<file path="src/rtl/muldiv_unit_pkg.sv">
`default_nettype none
// ============================================================================
//  muldiv_unit_pkg
//  Op codes and controller state encodings shared by the mul/div stage.
//  Revision: 1.0
// ============================================================================
package muldiv_unit_pkg;

  typedef enum logic [1:0] {
    OP_MUL   = 2'b00,
    OP_MULHU = 2'b01,
    OP_DIVU  = 2'b10,
    OP_REMU  = 2'b11
  } op_e;

  typedef enum logic [1:0] {
    ST_IDLE = 2'b00,
    ST_RUN  = 2'b01,
    ST_WB   = 2'b10
  } state_e;

  function automatic logic op_is_div(input op_e op);
    return (op == OP_DIVU) || (op == OP_REMU);
  endfunction

  // MULHU and REMU both read the upper half of the shared accumulator.
  function automatic logic op_selects_hi(input op_e op);
    return (op == OP_MULHU) || (op == OP_REMU);
  endfunction

endpackage
`default_nettype wire

</file>
<file path="src/rtl/muldiv_unit_step.sv">
`default_nettype none
// ============================================================================
//  muldiv_step
//  One radix-2 iteration: shift-add multiply or restoring-divide step.
//  Revision: 1.0
// ============================================================================
module muldiv_step #(
  parameter int WIDTH = 16
) (
  input  logic                 is_div,
  input  logic [2*WIDTH-1:0]   acc,
  input  logic [WIDTH-1:0]     operand,
  output logic [2*WIDTH-1:0]   acc_next
);

  logic [WIDTH:0]   sum;
  logic [WIDTH:0]   trial;
  logic             ge;
  logic [WIDTH-1:0] rem_next;

  always_comb begin
    sum      = {1'b0, acc[2*WIDTH-1:WIDTH]} + (acc[0] ? {1'b0, operand} : '0);
    // Partial remainder shifted left with the next dividend bit appended.
    trial    = acc[2*WIDTH-1:WIDTH-1];
    ge       = (trial >= {1'b0, operand});
    rem_next = ge ? WIDTH'(trial - {1'b0, operand}) : trial[WIDTH-1:0];
    acc_next = is_div ? {rem_next, acc[WIDTH-2:0], ge}
                      : {sum, acc[WIDTH-1:1]};
  end

endmodule
`default_nettype wire

</file>
<file path="src/rtl/muldiv_unit.sv">
`default_nettype none
// ============================================================================
//  muldiv_unit
//  Multi-cycle unsigned MUL/MULHU/DIVU/REMU with register-file writeback.
//  Revision: 1.0
// ============================================================================
module muldiv_unit
  import muldiv_unit_pkg::*;
#(
  parameter int WIDTH   = 16,
  parameter int REGBITS = 5
) (
  input  logic               clk,
  input  logic               reset,
  input  logic               start,
  input  logic [1:0]         op,
  input  logic [REGBITS-1:0] dest,
  input  logic [WIDTH-1:0]   a,
  input  logic [WIDTH-1:0]   b,
  output logic               busy,
  output logic               done,
  output logic               regwrite,
  output logic [REGBITS-1:0] wa,
  output logic [WIDTH-1:0]   wd
);

  localparam int              CNT_W    = $clog2(WIDTH);
  localparam logic [CNT_W-1:0] CNT_LAST = CNT_W'(WIDTH - 1);

  state_e               state_q, state_d;
  logic [CNT_W-1:0]     cnt_q, cnt_d;
  op_e                  op_q, op_d;
  logic [REGBITS-1:0]   dest_q, dest_d;
  logic [REGBITS-1:0]   wa_q, wa_d;
  logic [WIDTH-1:0]     opnd_q, opnd_d;
  logic [WIDTH-1:0]     wd_q, wd_d;
  logic [2*WIDTH-1:0]   acc_q, acc_d;
  logic [2*WIDTH-1:0]   step_acc;
  logic                 div_sel;
  op_e                  op_in;

  assign op_in   = op_e'(op);
  assign div_sel = op_is_div(op_q);

  muldiv_step #(.WIDTH(WIDTH)) u_step (
    .is_div   (div_sel),
    .acc      (acc_q),
    .operand  (opnd_q),
    .acc_next (step_acc)
  );

  always_comb begin
    state_d = state_q;
    cnt_d   = cnt_q;
    op_d    = op_q;
    dest_d  = dest_q;
    opnd_d  = opnd_q;
    acc_d   = acc_q;
    wa_d    = wa_q;
    wd_d    = wd_q;
    unique case (state_q)
      ST_IDLE: begin
        if (start) begin
          op_d    = op_in;
          dest_d  = dest;
          cnt_d   = '0;
          state_d = ST_RUN;
          // Multiply iterates over b with a as addend; divide shifts a out under b.
          if (op_is_div(op_in)) begin
            opnd_d = b;
            acc_d  = {{WIDTH{1'b0}}, a};
          end else begin
            opnd_d = a;
            acc_d  = {{WIDTH{1'b0}}, b};
          end
        end
      end
      ST_RUN: begin
        acc_d = step_acc;
        cnt_d = cnt_q + CNT_W'(1);
        if (cnt_q == CNT_LAST) begin
          state_d = ST_WB;
          wa_d    = dest_q;
          wd_d    = op_selects_hi(op_q) ? step_acc[2*WIDTH-1:WIDTH]
                                        : step_acc[WIDTH-1:0];
        end
      end
      ST_WB:   state_d = ST_IDLE;
      default: state_d = ST_IDLE;
    endcase
  end

  always_ff @(posedge clk) begin
    if (reset) begin
      state_q <= ST_IDLE;
      cnt_q   <= '0;
      op_q    <= OP_MUL;
      dest_q  <= '0;
      opnd_q  <= '0;
      acc_q   <= '0;
      wa_q    <= '0;
      wd_q    <= '0;
    end else begin
      state_q <= state_d;
      cnt_q   <= cnt_d;
      op_q    <= op_d;
      dest_q  <= dest_d;
      opnd_q  <= opnd_d;
      acc_q   <= acc_d;
      wa_q    <= wa_d;
      wd_q    <= wd_d;
    end
  end

  // A reset arriving during WB must suppress that cycle's write as well.
  assign busy     = (state_q != ST_IDLE);
  assign done     = (state_q == ST_WB) && !reset;
  assign regwrite = done && (wa_q != '0);
  assign wa       = wa_q;
  assign wd       = wd_q;

endmodule
`default_nettype wire
</file>
<file path="config.mk">
export PLATFORM = sky130hd
export DESIGN_NAME = muldiv_unit
export DESIGN_NICKNAME = d
export VERILOG_FILES = /design/src/rtl/muldiv_unit_pkg.sv /design/src/rtl/muldiv_unit_step.sv /design/src/rtl/muldiv_unit.sv
export SDC_FILE = /design/constraint.sdc
export NUM_CORES = 1
export LEC_CHECK = 0
export ABC_AREA = 1
export BUFFER_PORTS_ARGS = -buffer_cell sky130_fd_sc_hd__buf_2
export CAP_MARGIN = 20
export CORE_MARGIN = 3
export CORE_UTILIZATION = 50
export DETAILED_ROUTE_END_ITERATION = 7
export PLACE_DENSITY = 0.72
export SLEW_MARGIN = 0
export SYNTH_ARGS = -nofsm -noshare
export SYNTH_HDL_FRONTEND = slang
export SYNTH_SLANG_ARGS = --single-unit
</file>
<file path="constraint.sdc">
create_clock -name clk -period 2.3 [get_ports clk]
set_input_delay 0.115 -clock clk [delete_from_list [all_inputs] [get_ports clk]]
set_output_delay 0.115 -clock clk [all_outputs]
set_load 0.02 [all_outputs]
</file>
Word level (Yosys, flattened, before mapping)
Index checks and enable logic that the tools add are counted.
- logic and storage cells: 49
- output and inout port bits: 24
- register bits: 82
- input bits: 42
- multiplexer cells: 13
- reductions and logical operators: 14
- add/sub/neg operators: 3
- eq/ne operators: 10
- $lt $le $gt $ge: 1
- operators by type and width (cell ; number):
    16-bit 2-to-1 mux ; 5
    32-bit 2-to-1 mux ; 2
    32-bit case mux with 2 select lines ; 1
    16-bit by 16-bit adder with 17-bit output ; 1
    17-bit by 16-bit greater-or-equal comparator with 1-bit output ; 1
    16-bit subtractor ; 1
    2-bit equality test, second input constant ; 5
    4-bit case mux with 2 select lines ; 1
    2-bit AND reduction ; 4
    5-bit nonzero test ; 1
    4-bit by 1-bit adder with 4-bit output, second input constant ; 1
    2-bit by 1-bit equality test with 1-bit output, second input constant ; 2
    4-bit equality test, second input constant ; 1
    2-bit 2-to-1 mux ; 2
    4-bit 2-to-1 mux ; 1
    2-bit inequality test, second input constant ; 2
    2-bit case mux with 2 select lines ; 1
    2-bit nonzero test ; 2
    1-bit logical OR ; 3
    1-bit logical AND ; 2
    2-bit zero test ; 1
    1-bit zero test ; 1

Longest topological paths before layout
- depth after elaboration: 5
- mapped depth: 19
- mapped depth without buffers: 17

Modules after synthesis
From an unflattened synthesis, not the netlist that was laid out.
- cell total of the unflattened synthesis: 1105
- area, all modules: 6377.4 um^2
- by module, submodules not included (module ; area each (um^2) ; cells an instance ; seq. area each (um^2) ; times used):
    muldiv_unit ; 3671.0 ; 568 ; 1641.6 ; 1
    muldiv_step ; 2706.3 ; 537 ; 0.0 ; 1

Worst setup path after synthesis
Ideal clock, no wire load.
- path kind: reg2reg
- from: register acc_q[0]
- to: register wd_q[13], in the netlist wd[13]
- slack: -0.166 ns
- arrival: 2.332 ns
- required time: 2.166 ns
- path buffers: 2
- stages on the path, launching flop included: 20
- cells stage by stage: dfxtp_1 clkbuf_1 clkbuf_1 nand2_1 inv_1 ha_1 inv_1 fa_1 inv_1 nand3_1 nand2_1 nand2_1 nand2_1 nand3_1 nand2_1 nand2_1 nand3_1 nand3_1 nand2_1 a21oi_1
- longest elaborated chain between the ends: 4
- ends and longest elaborated chain (item ; RTL line ; source):
    from (decl) ; muldiv_unit.sv:37 ; logic [2*WIDTH-1:0] acc_q, acc_d;
    from (signal assigned) ; muldiv_unit.sv:100 ; acc_q <= '0;
    from (signal assigned) ; muldiv_unit.sv:109 ; acc_q <= acc_d;
    16-bit 2-to-1 mux ; muldiv_unit_step.sv:22 ; sum = {1'b0, acc[2*WIDTH-1:WIDTH]} + (acc[0] ? {1'b0, operand} : '0);
    16-bit by 16-bit adder with 17-bit output ; muldiv_unit_step.sv:22 ;
    32-bit 2-to-1 mux ; muldiv_unit_step.sv:27 ; acc_next = is_div ? {rem_next, acc[WIDTH-2:0], ge}
    16-bit 2-to-1 mux ; muldiv_unit.sv:84 ; wd_d = op_selects_hi(op_q) ? step_acc[2*WIDTH-1:WIDTH]
    to (signal assigned) ; muldiv_unit.sv:111 ; wd_q <= wd_d;
    to (decl) ; muldiv_unit.sv:36 ; logic [WIDTH-1:0] wd_q, wd_d;
Every way passes these cells.
A chain may end at the register's enable or synchronous reset.

Final worst setup path
- from: register acc_q[15]
- to: register acc_q[24]
- longest elaborated chain between the ends: 4
- elaborated cells between the ends (all ways): 5
- ends and longest elaborated chain (item ; RTL line ; source):
    16-bit subtractor or 17-bit by 16-bit greater-or-equal comparator with 1-bit output (tied branches) ; muldiv_unit_step.sv:26, muldiv_unit_step.sv:25 ;
    16-bit 2-to-1 mux (*) ; muldiv_unit_step.sv:26 ; rem_next = ge ? WIDTH'(trial - {1'b0, operand}) : trial[WIDTH-1:0];
    32-bit 2-to-1 mux (*) ; muldiv_unit_step.sv:27 ;
    32-bit case mux with 2 select lines (*) ; muldiv_unit.sv:61 ; unique case (state_q)
Every way passes the cells marked *; elsewhere a longest branch is shown, timed or not.

==> impl_metrics.env <==
export IMPL_path_buf_inv=3
export IMPL_setup_viol=0
export IMPL_fmax_ghz=0.449
export IMPL_r2r_end="acc_q[24]$_SDFFE_PP0P_"
export IMPL_fp_row_count=40
export IMPL_die_x_um=119
export IMPL_hp_class="input port to flop"
export IMPL_maxCapViolations=0
export IMPL_synth_compound_area_share_pct=14.9
export IMPL_crit_path_top_delay_cell="fa_2"
export IMPL_cts_tree="done"
export IMPL_track_usage_pct=29.5
export IMPL_seq_area_frac_synth_pct=25.9
export IMPL_htreeDepth=3
export IMPL_grt_pass1_wl_mm=33.1
export IMPL_yosys_area_top_type="dfxtp_1"
export IMPL_ys_types=49
export IMPL_synth_top_family_by_area="simple AND/OR/NAND/NOR gates"
export IMPL_cts_buffers=9
export IMPL_antenna_cells=0
export IMPL_netlist_top_cells_area="dfxtp_1 (26%), nand2_1 (20%), inv_1 (8.1%), ha_1 (6.5%), nand3_1 (5.8%)"
export IMPL_clock_root_buffer="clkbuf_16"
export IMPL_fp_dieH_um=119
export IMPL_io_buffers=65
export IMPL_fin_nets=1203
export IMPL_tightest_slew_ns=0.844
export IMPL_grt_max_degree=49
export IMPL_cellPowerDensity_nw_per_um2=554
export IMPL_core_area_um2=12200
export IMPL_critPathLaunch="acc_q[15]$_SDFFE_PP0P_"
export IMPL_path_cells="inv_2, ha_2, inv_2, fa_2, buf_4, nand3_1, nand3_2, nand2_2, nand2_2, xnor2_2, nand2_2, nand3_2, nand2_1, nand2_1, a21oi_1"
export IMPL_yosys_area_share_simple_pct=36.9
export IMPL_ys_seq_elements=82
export IMPL_r2r_cells=15
export IMPL_cts_max_path_buffers=2
export IMPL_regToRegStartpoint="acc_q[15]$_SDFFE_PP0P_"
export IMPL_antenna_left=0
export IMPL_areaGrowthSynthToFinish_pct=27.0
export IMPL_numClockSinks=82
export IMPL_dr_pass1_iters=5
export IMPL_start_util_pct=51.9
export IMPL_crit_family="simple AND/OR/NAND/NOR gates"
export IMPL_synth_warnings=0
export IMPL_syn_num_nets=1098
export IMPL_drc=0
export IMPL_synth_edf_count=0
export IMPL_place_area_um2=7230
export IMPL_cp_arrival_ns=2.44
export IMPL_crit_cells=15
export IMPL_synth_main_ff_cell="dfxtp_1"
export IMPL_finalClockSkew_ns=0.00747
export IMPL_worstSetupEndpointType="flop"
export IMPL_cts_hold_repair_buffers=0
export IMPL_num_vias=7076
export IMPL_timing_hold_violations_final=0
export IMPL_drive_above_1_share_pct=25.2
export IMPL_netlist_area_um2=6330
export IMPL_synth_xor_area_share_pct=1.52
export IMPL_pin_count=66
export IMPL_yosysTopAreaCellShare_pct=25.9
export IMPL_clk_pin_slew_ns=0.06
export IMPL_dp_hpwl_mm=16.1
export IMPL_design_area_um2=8050
export IMPL_reg2reg_slack_ns=0.07
export IMPL_gp_congestion=0.991
export IMPL_muxShareOfSynthArea_pct=1.74
export IMPL_crit_type="flop to flop"
export IMPL_total_power_mw=4.46
export IMPL_start_kind="flop"
export IMPL_antenna_found_initial=0
export IMPL_period_minus_slack_ns=2.23
export IMPL_cp_max_fo=3
export IMPL_finalWorstSetupSlack_ns=0.0717
export IMPL_syn_inst=1021
export IMPL_post_place_ws_ns=-0.0560
export IMPL_post_route_period_util_pct=96.9
export IMPL_grt_overflow_total=0
export IMPL_dieArea_um2=14100
export IMPL_first_iter_violations=643
export IMPL_ys_async_sr_fraction_pct=0
export IMPL_relSlewSlack_pct=43.6
export IMPL_worstPathRequired_ns=2.51
export IMPL_endpoint="acc_q[24]$_SDFFE_PP0P_"
export IMPL_fillers=1142
export IMPL_cpPeakStageDelay_ns=0.36
export IMPL_via_per_inst=5.45
export IMPL_clk_latency_ns=0.35
export IMPL_wl_mm=21.4
export IMPL_power_leakage_nw=4.04
export IMPL_drt_wirelength_per_cell_um=16.5
export IMPL_status="complete, no violations"
export IMPL_grt_pass1_vias=6430
export IMPL_synthAdderAreaFrac_pct=7.15
export IMPL_slew_viol_final=0
export IMPL_ir_worst_vdd_uv=826
export IMPL_syn_area_per_cell_um2=6.20
export IMPL_cpMostUsedCell="nand2_2"
==> flip-flops by register name, summed over array words and instances, names as in the netlist <==
| signal | flops |
|---|---|
| dest_q | 5 |
| state_q | 2 |
| op_q | 2 |
| wa | 5 |
| cnt_q | 4 |
| acc_q | 32 |
| wd | 16 |
| opnd_q | 16 |
==> worst min path at each step <==
stage / from / to / cells past startpoint
2_1_floorplan: a[10] / opnd_q[10]$_SDFFE_PP0P_ / 2
3_3_place_gp: dest[4] / dest_q[4]$_SDFFE_PP0P_ / 3
5_1_grt: dest[3] / dest_q[3]$_SDFFE_PP0P_ / 3
3_5_place_dp: dest[3] / dest_q[3]$_SDFFE_PP0P_ / 3
6_report: dest[3] / dest_q[3]$_SDFFE_PP0P_ / 3
4_1_cts: dest[3] / dest_q[3]$_SDFFE_PP0P_ / 3
==> synthesized netlist by cell type, types with 2 or more instances <==
library cell    n
nand4_1         7
nor2_1         56
inv_1         136
clkbuf_1       33
nand3b_1       13
dfxtp_1        82
or2_2           6
xnor2_1         7
nor2_4          3
ha_1           33
nand3_1        74
inv_2           2
a21oi_2         3
nand3_2         9
a221oi_1        9
fa_1            2
nor4_1          2
nand2_1       333
mux2i_1        11
buf_6           3
a21oi_1        65
nor3_1          5
a31oi_1        16
o21ai_0        63
buf_2           8
o221ai_1        3
clkinv_1        2
o211a_1         3
nand2_2         9
xor2_1          4
==> per-layer routing <==
metal  vias to the layer above  wire, µm  part of all wire [%]  global-route usage, %
met5                         -         0                     0                      0
met4                         0       830                   3.9                   11.2
met3                        49      1720                   8.0                   5.26
met2                       324      9750                    45                   47.0
met1                      3197      9150                    43                   39.8
li1                       3506         -                     -                      -
==> timing repair <==
action,4_1_cts,5_1_grt
setup buffers,0,2
endpoints found under the setup margin,5,33
resized for setup,2,103
pin swaps,0,22
gates cloned,0,0
==> worst reg2reg max path, stage by stage, from the launching register on <==
cell     delay, ns
dfxtp_1       0.33
inv_2         0.06
ha_2          0.17
inv_2         0.05
fa_2          0.36
buf_4         0.16
nand3_1       0.08
nand3_2       0.11
nand2_2       0.09
nand2_2       0.06
xnor2_2       0.21
nand2_2       0.09
nand3_2       0.09
nand2_1       0.08
nand2_1       0.08
a21oi_1       0.06
==> area by class of cell <==
cell class	count	area [µm²]	share of cell area (%)
well taps	168	210	2.61
clock inverters	5	60.1	0.747
clock buffers	11	253	3.14
inverters	140	526	6.53
repair buffers	141	925	11.5
multi-input cells	752	4420	54.9
flip-flops and latches	82	1650	20.5
==> per-stage QoR <==
step	hold slack [ns]	setup TNS [ns]	cells	utilization, %
6_report	0.0163	0	1299	65.9
5_1_grt	0.0370	-0.131	1299	65.9
4_1_cts	0.00869	0	1297	61.8
3_5_place_dp	0.372	-0.0843	1281	59.2
3_3_place_gp	0.368	-0.120	1281	59.2
2_1_floorplan	0.276	0	1021	-
==> power breakdown <==
group / internal, mW / switching (mW) / leakage (nW)
Sequential: 1.50 / 0.0555 / 0.673
Clock: 0.905 / 0.619 / 0.152
Combinational: 0.550 / 0.834 / 3.21
Total: 2.95 / 1.51 / 4.04
==> cell families after synthesis <==
logic type | after synthesis
AOI/OAI and AO/OA | 168
xor gates and xnor gates | 11
adders and majority gates | 35
buffers and inverters | 187
DFF | 82
muxes | 11
and+or+nand+nor | 527
==> cells in the final DEF (no fill, tap or decap), types with 2 or more instances in the layout <==
| cell type | netlist | layout |
|---|---|---|
| mux2i_1 | 11 | 11 |
| xnor2_1 | 7 | 6 |
| a31oi_1 | 16 | 16 |
| ha_4 | 0 | 21 |
| a221oi_1 | 9 | 9 |
| nor3_1 | 5 | 5 |
| nor2_2 | 1 | 7 |
| clkinv_1 | 2 | 2 |
| a21oi_1 | 65 | 53 |
| dfxtp_1 | 82 | 76 |
| o21ai_2 | 0 | 5 |
| o211a_1 | 3 | 3 |
| nand3_2 | 9 | 19 |
| o21ai_0 | 63 | 58 |
| buf_12 | 0 | 2 |
| nor2_1 | 56 | 50 |
| or2_2 | 6 | 6 |
| ha_1 | 33 | 7 |
| nand2_1 | 333 | 318 |
| clkbuf_16 | 0 | 9 |
| nand2_2 | 9 | 24 |
| nand3_1 | 74 | 64 |
| a21oi_2 | 3 | 14 |
| nand4_1 | 7 | 7 |
| nor2_4 | 3 | 3 |
| ha_2 | 0 | 5 |
| buf_4 | 1 | 73 |
| inv_1 | 136 | 130 |
| xor2_1 | 4 | 4 |
| dfxtp_2 | 0 | 5 |
| nand3b_1 | 13 | 13 |
| fa_2 | 0 | 2 |
| inv_2 | 2 | 8 |
| clkbuf_8 | 0 | 2 |
| o221ai_1 | 3 | 3 |
| buf_2 | 8 | 65 |
(Power assumes the default switching activity.)
